$ cat config.mk
export PLATFORM = sky130hd
export DESIGN_NAME = banner_blitter
export DESIGN_NICKNAME = d
export VERILOG_FILES = /design/src/rtl/banner_blitter.sv
export SDC_FILE = /design/constraint.sdc
export NUM_CORES = 1
export LEC_CHECK = 0
export CAP_MARGIN = 25
export CORE_MARGIN = 5
export CORE_UTILIZATION = 50
export CTS_BUF_LIST = sky130_fd_sc_hd__clkbuf_8
export CTS_CLUSTER_SIZE = 30
export DETAILED_ROUTE_END_ITERATION = 8
export PLACE_DENSITY = 0.78
export SKIP_CTS_REPAIR_TIMING = 1
export SYNTH_ARGS = -nofsm -noshare
export SYNTH_HDL_FRONTEND = slang
export SYNTH_SLANG_ARGS = --single-unit
$ cat constraint.sdc
create_clock -name clock -period 4.17 [get_ports clock]
set_input_delay 0.834 -clock clock [delete_from_list [all_inputs] [get_ports clock]]
set_output_delay 0.834 -clock clock [all_outputs]
set_load 0.1 [all_outputs]
$ cat src/rtl/banner_blitter.sv
// banner_blitter: parametrised 1-bit bitmap renderer for the VGA plot port.
// A start pulse in IDLE latches the placement and mode inputs. The block then
// walks the bitmap row by row. Each row (sub-row when scaled) is fetched into
// a shift register, and one pixel per clock is streamed out as x/y/colour/plot.
// Pixels landing off-screen are clipped.
//
// Ports:
//   clock, reset        rising-edge clock, asynchronous active-low reset
//   start               draw request, honoured only when idle
//   x0, y0              top-left corner (latched on start)
//   opaque, cycle_en    background / colour-cycling mode (latched on start)
//   fg_colour, bg_colour fixed foreground and opaque-background colours
//   tick                frame pulse advancing the colour cycler
//   row_addr, row_data  bitmap row request and the row bits (MSB = leftmost)
//   x, y, colour, plot  registered pixel stream to the VGA adapter
//   busy, done          arbitration status; done is a one-cycle pulse
module banner_blitter #(
  parameter int unsigned BMP_W     = 116,
  parameter int unsigned BMP_H     = 14,
  parameter int unsigned SCALE     = 1,
  parameter int unsigned SCR_W     = 160,
  parameter int unsigned SCR_H     = 120,
  parameter int unsigned CYC_TICKS = 50
) (
  input  logic             clock,
  input  logic             reset,
  input  logic             start,
  input  logic [7:0]       x0,
  input  logic [6:0]       y0,
  input  logic             opaque,
  input  logic             cycle_en,
  input  logic [2:0]       fg_colour,
  input  logic [2:0]       bg_colour,
  input  logic             tick,
  output logic [3:0]       row_addr,
  input  logic [BMP_W-1:0] row_data,
  output logic [7:0]       x,
  output logic [6:0]       y,
  output logic [2:0]       colour,
  output logic             plot,
  output logic             busy,
  output logic             done
);

  localparam int unsigned NC  = BMP_W * SCALE;
  localparam int unsigned NSR = BMP_H * SCALE;
  localparam int unsigned CW  = (NC > 1) ? $clog2(NC) : 1;
  localparam int unsigned SRW = (NSR > 1) ? $clog2(NSR) : 1;
  localparam int unsigned RW  = (SCALE > 1) ? $clog2(SCALE) : 1;
  localparam int unsigned TW  = (CYC_TICKS > 1) ? $clog2(CYC_TICKS) : 1;
  // Coordinate sums are kept wide enough that a large column count can never
  // wrap back on-screen before the clip compare.
  localparam int unsigned XW  = (CW + 1 > 9) ? CW + 1 : 9;
  localparam int unsigned YW  = (SRW + 1 > 8) ? SRW + 1 : 8;

  typedef enum logic [1:0] {
    S_IDLE  = 2'd0,
    S_FETCH = 2'd1,
    S_DRAW  = 2'd2,
    S_DONE  = 2'd3
  } state_t;

  state_t           state;
  logic [7:0]       x0_q;
  logic [6:0]       y0_q;
  logic             opaque_q;
  logic             cycle_en_q;
  logic [SRW-1:0]   sr;
  logic [CW-1:0]    c;
  logic [RW-1:0]    rep;
  logic [BMP_W-1:0] shreg;
  logic [TW-1:0]    tick_cnt;
  logic [2:0]       cyc;

  logic             px_bit;
  logic [XW-1:0]    px_x;
  logic [YW-1:0]    px_y;
  logic             px_on;
  logic [2:0]       px_colour;

  // Row index follows the sub-row counter; with SCALE > 1 each bitmap row is
  // fetched SCALE times in a row.
  always_comb begin
    row_addr = 4'(32'(sr) / SCALE);
  end

  always_comb begin
    px_bit    = shreg[BMP_W-1];
    px_x      = XW'(x0_q) + XW'(c);
    px_y      = YW'(y0_q) + YW'(sr);
    px_on     = (px_bit | opaque_q) && (px_x < XW'(SCR_W)) && (px_y < YW'(SCR_H));
    px_colour = px_bit ? (cycle_en_q ? cyc : fg_colour) : bg_colour;
  end

  always_ff @(posedge clock or negedge reset) begin
    if (!reset) begin
      state      <= S_IDLE;
      x0_q       <= '0;
      y0_q       <= '0;
      opaque_q   <= 1'b0;
      cycle_en_q <= 1'b0;
      sr         <= '0;
      c          <= '0;
      rep        <= '0;
      shreg      <= '0;
      x          <= '0;
      y          <= '0;
      colour     <= '0;
      plot       <= 1'b0;
      busy       <= 1'b0;
      done       <= 1'b0;
    end else begin
      plot <= 1'b0;
      done <= 1'b0;
      unique case (state)
        S_IDLE: begin
          if (start) begin
            x0_q       <= x0;
            y0_q       <= y0;
            opaque_q   <= opaque;
            cycle_en_q <= cycle_en;
            sr         <= '0;
            c          <= '0;
            busy       <= 1'b1;
            state      <= S_FETCH;
          end
        end
        S_FETCH: begin
          shreg <= row_data;
          c     <= '0;
          rep   <= '0;
          state <= S_DRAW;
        end
        S_DRAW: begin
          plot <= px_on;
          // Coordinates and colour only move on a real plot so the VGA side
          // sees them hold between strobes.
          if (px_on) begin
            x      <= px_x[7:0];
            y      <= px_y[6:0];
            colour <= px_colour;
          end
          if (rep == RW'(SCALE - 1)) begin
            rep   <= '0;
            shreg <= shreg << 1;
          end else begin
            rep <= rep + RW'(1);
          end
          if (c == CW'(NC - 1)) begin
            if (sr == SRW'(NSR - 1)) begin
              done  <= 1'b1;
              state <= S_DONE;
            end else begin
              sr    <= sr + SRW'(1);
              state <= S_FETCH;
            end
          end else begin
            c <= c + CW'(1);
          end
        end
        S_DONE: begin
          busy  <= 1'b0;
          state <= S_IDLE;
        end
      endcase
    end
  end

  // Colour cycler runs regardless of the draw state machine.
  always_ff @(posedge clock or negedge reset) begin
    if (!reset) begin
      tick_cnt <= '0;
      cyc      <= '0;
    end else if (tick) begin
      if (tick_cnt == TW'(CYC_TICKS - 1)) begin
        tick_cnt <= '0;
        cyc      <= cyc + 3'd1;
      end else begin
        tick_cnt <= tick_cnt + TW'(1);
      end
    end
  end

endmodule
==> metrics <==
status finished, final reports clean; post-layout net count approximately 1100; area taken by flip-flops and latches roughly 0.0044 mm^2; area of the mapped netlist between 0.008 and 0.009 mm^2; Seq cells post-synth roughly 180; Largest delay share family, worst path buffers and inverters; headroom to the max-slew limit between 30 and 40%; cell taking the most area after synthesis sky130_fd_sc_hd__dfrtp_1; Max stage delay cell, worst path sky130_fd_sc_hd__clkdlybuf4s50_1; share of flip-flops with an asynchronous set or reset 100%; Achievable Freq about 340 MHz; mean routed wirelength per cell ~15 um; startpoint types flop; die outline width around 140 um; fraction of power consumed by sequential logic between 50% and 60%; drt first pass iters 4; final instance area ~0.011 mm^2; fraction of layout instances using a drive strength above 1 approximately 8.8%; clock tree from TritonCTS built; maximum number of pins on one net before global-route repair between 100 and 150; nature of the critical path endpoint output port; portion of the post-synthesis area used by sequential elements 52.3%; MaxCap Viol Count 0; Critical Path, Cell by Cell clkdlybuf4s50_1; WP data required around 3300 ps; root buffer selected by CTS sky130_fd_sc_hd__clkbuf_8; Max H-tree Level 4; post-synthesis area per instance 10.9 um^2; CTS Sinks 176; WS Path Type reg2out; Mapped Cells around 770; area occupied by multi-input gates 0.00379 mm^2; DRC errors left 0; Gate power share 8.1%; number of buffers inserted during clock tree synthesis 17; die outline area between 0.015 and 0.02 mm^2; number of nets with antenna violations after detailed routing 0; remaining global-route overflow 0; detail-routed via count per cell 5.21; fin crit share between 70% and 80%; synth-to-layout area growth 27.7%; count of antenna diodes in the layout 0; flip-flop cell with the highest count after synthesis sky130_fd_sc_hd__dfrtp_1; count of buffers from port buffering around 170; Final Hold Viols 0; wire length of the first global-routing pass approximately 30 mm; Routability Congestion roughly 0.8; internal power consumption 2.55 mW; type of the most critical hold path in2async; global-route usage over all layers between 10% and 20%; worst voltage drop across the vdd grid roughly 0.25 mV; die span in y approximately 140 um; final sum of negative setup slack 0 ps; Slew @ Worst Pin between 1000 and 1500 ps; antenna violations before repair 0; Site Rows 47; sum of buffers and inverters on the critical path 1; max-slew violation count 0; share of total power consumed by net switching a little under a quarter; maximum fanout count along the critical path 6; leading cell types in the layout, fill and taps excluded sky130_fd_sc_hd__dfrtp_1, sky130_fd_sc_hd__clkdlybuf4s50_1, sky130_fd_sc_hd__nor2_1, sky130_fd_sc_hd__a21oi_1, sky130_fd_sc_hd__mux2i_1; Max Clock Skew around 16 ps; worst skew pair latency 440 ps; leading cell type in the layout, fill and taps excluded sky130_fd_sc_hd__dfrtp_1; time the final worst path needs with I/O delays and setup between 2000 and 3000 ps; distinct cell type count after synthesis 49; top post-synthesis cells by area sky130_fd_sc_hd__dfrtp_1, sky130_fd_sc_hd__mux2i_1, sky130_fd_sc_hd__a21oi_1; # IOs about 170; clock transition at the register clock pins on the worst setup and hold paths after CTS about 90 ps; clock power share around two fifths; worst endpoint data arrival time 2110 ps; critical path's largest stage delay approximately 1200 ps; proportion of netlist area held by the largest area contributor a little over half; Leakage approximately 5.3 nW; Initial Util 50.9%; number of synthesized flops with an enable pin 0; setup violators final 0; net switching component of the power between 700 and 800 uW; overall routed net length about 17 mm; Filler cells approximately 1300; synthesis warning total 0; Power Dens Cells roughly 300 mW/mm^2; unrepaired setup endpoints after global routing no; worst-case clock buffer depth 2; total number of vias 6018; post-detail-place hpwl approximately 12 mm; instance area after placement ~0.010 mm^2; number of global-route vias before repair ~6100; Core ar. 0.0165 mm^2; drt first-iter violations roughly 260; post-synthesis net count around 940
-- final cells by class --
class | count | share of cell area, %
Timing Repair Buffer | 174 | 16.6
Clock buffer | 20 | 2.56
Inverter | 17 | 0.594
Tap cell | 220 | 2.56
Sequential cell | 176 | 41.0
Clock inverter | 12 | 1.47
Multi-Input combinational cell | 536 | 35.3
-- sequential cells by signal, indices dropped and copies added, names as in the netlist --
register    flops
opaque_q        1
colour          3
done            1
shreg         116
busy            1
x               8
cyc             3
state           2
cycle_en_q      1
tick_cnt        6
plot            1
x0_q            8
sr              4
c               7
y               7
y0_q            7
-- cell usage after synthesis, types with 7 or more instances --
cell	instances
sky130_fd_sc_hd__ha_1	20
sky130_fd_sc_hd__xnor2_1	13
sky130_fd_sc_hd__clkbuf_1	31
sky130_fd_sc_hd__a21oi_1	128
sky130_fd_sc_hd__nand2_1	14
sky130_fd_sc_hd__o21ai_0	10
sky130_fd_sc_hd__mux2_2	26
sky130_fd_sc_hd__nor2_1	130
sky130_fd_sc_hd__buf_1	7
sky130_fd_sc_hd__inv_1	17
sky130_fd_sc_hd__mux2i_1	123
sky130_fd_sc_hd__dfrtp_1	176
sky130_fd_sc_hd__nand3_1	9
-- path summary, 6_finish.rpt --
check / startpoint / cells after the start / to / slack [ps]
max in group asynchronous: reset / 3 / x[7] / 3020
min reg2reg: cyc[2] / 1 / cyc[2] / 490
max reg2reg: c[0] / 9 / y[5] / 1350
min: reset / 1 / tick_cnt[3] / 160
max: sr[0] / 1 / row_addr[0] / 1230
min in group clock: cyc[2] / 1 / cyc[2] / 490
-- per-stage QoR --
| step | power (mW) | setup slack [ps] | hold slack (ps) | std cells | util [%] |
|---|---|---|---|---|---|
| floorplan | 1.87 | 934 | 445 | 774 | - |
| global placement | 2.06 | 1440 | 477 | 1122 | 62.3 |
| detailed placement | 2.07 | 1370 | 482 | 1122 | 62.3 |
| CTS | 3.34 | 1160 | 494 | 1154 | 64.9 |
| global route | 3.43 | 1120 | 116 | 1155 | 65.0 |
| finish | 3.29 | 1230 | 160 | 1155 | 65.0 |
-- power groups by stage --
stage / clock network, mW / registers, mW / logic [mW]
after floorplan: 0 / 1.81 / 0.0642
after global placement: 0 / 1.80 / 0.260
after detailed placement: 0 / 1.80 / 0.265
after CTS: 1.30 / 1.77 / 0.267
after global routing: 1.36 / 1.78 / 0.292
final: 1.26 / 1.77 / 0.265
-- cell families after synthesis --
family / synth area share (%)
AO/OA/AOI/OAI: 11.7
XOR/XNOR: 1.96
adder cells (fa/ha/maj): 3.45
buffers and inverters: 2.94
flip-flops: 52.3
multiplexers: 19.0
AND/OR/NAND/NOR: 8.64
-- per-layer routing --
metal	track usage (%)	vias to the layer above	routed length (um)
met5	0	-	0
met4	5.05	0	278
met3	6.17	16	1190
met2	28.4	136	8130
met1	24.0	2880	7870
li1	-	2986	-
Power figures use the tool's default switching activity.
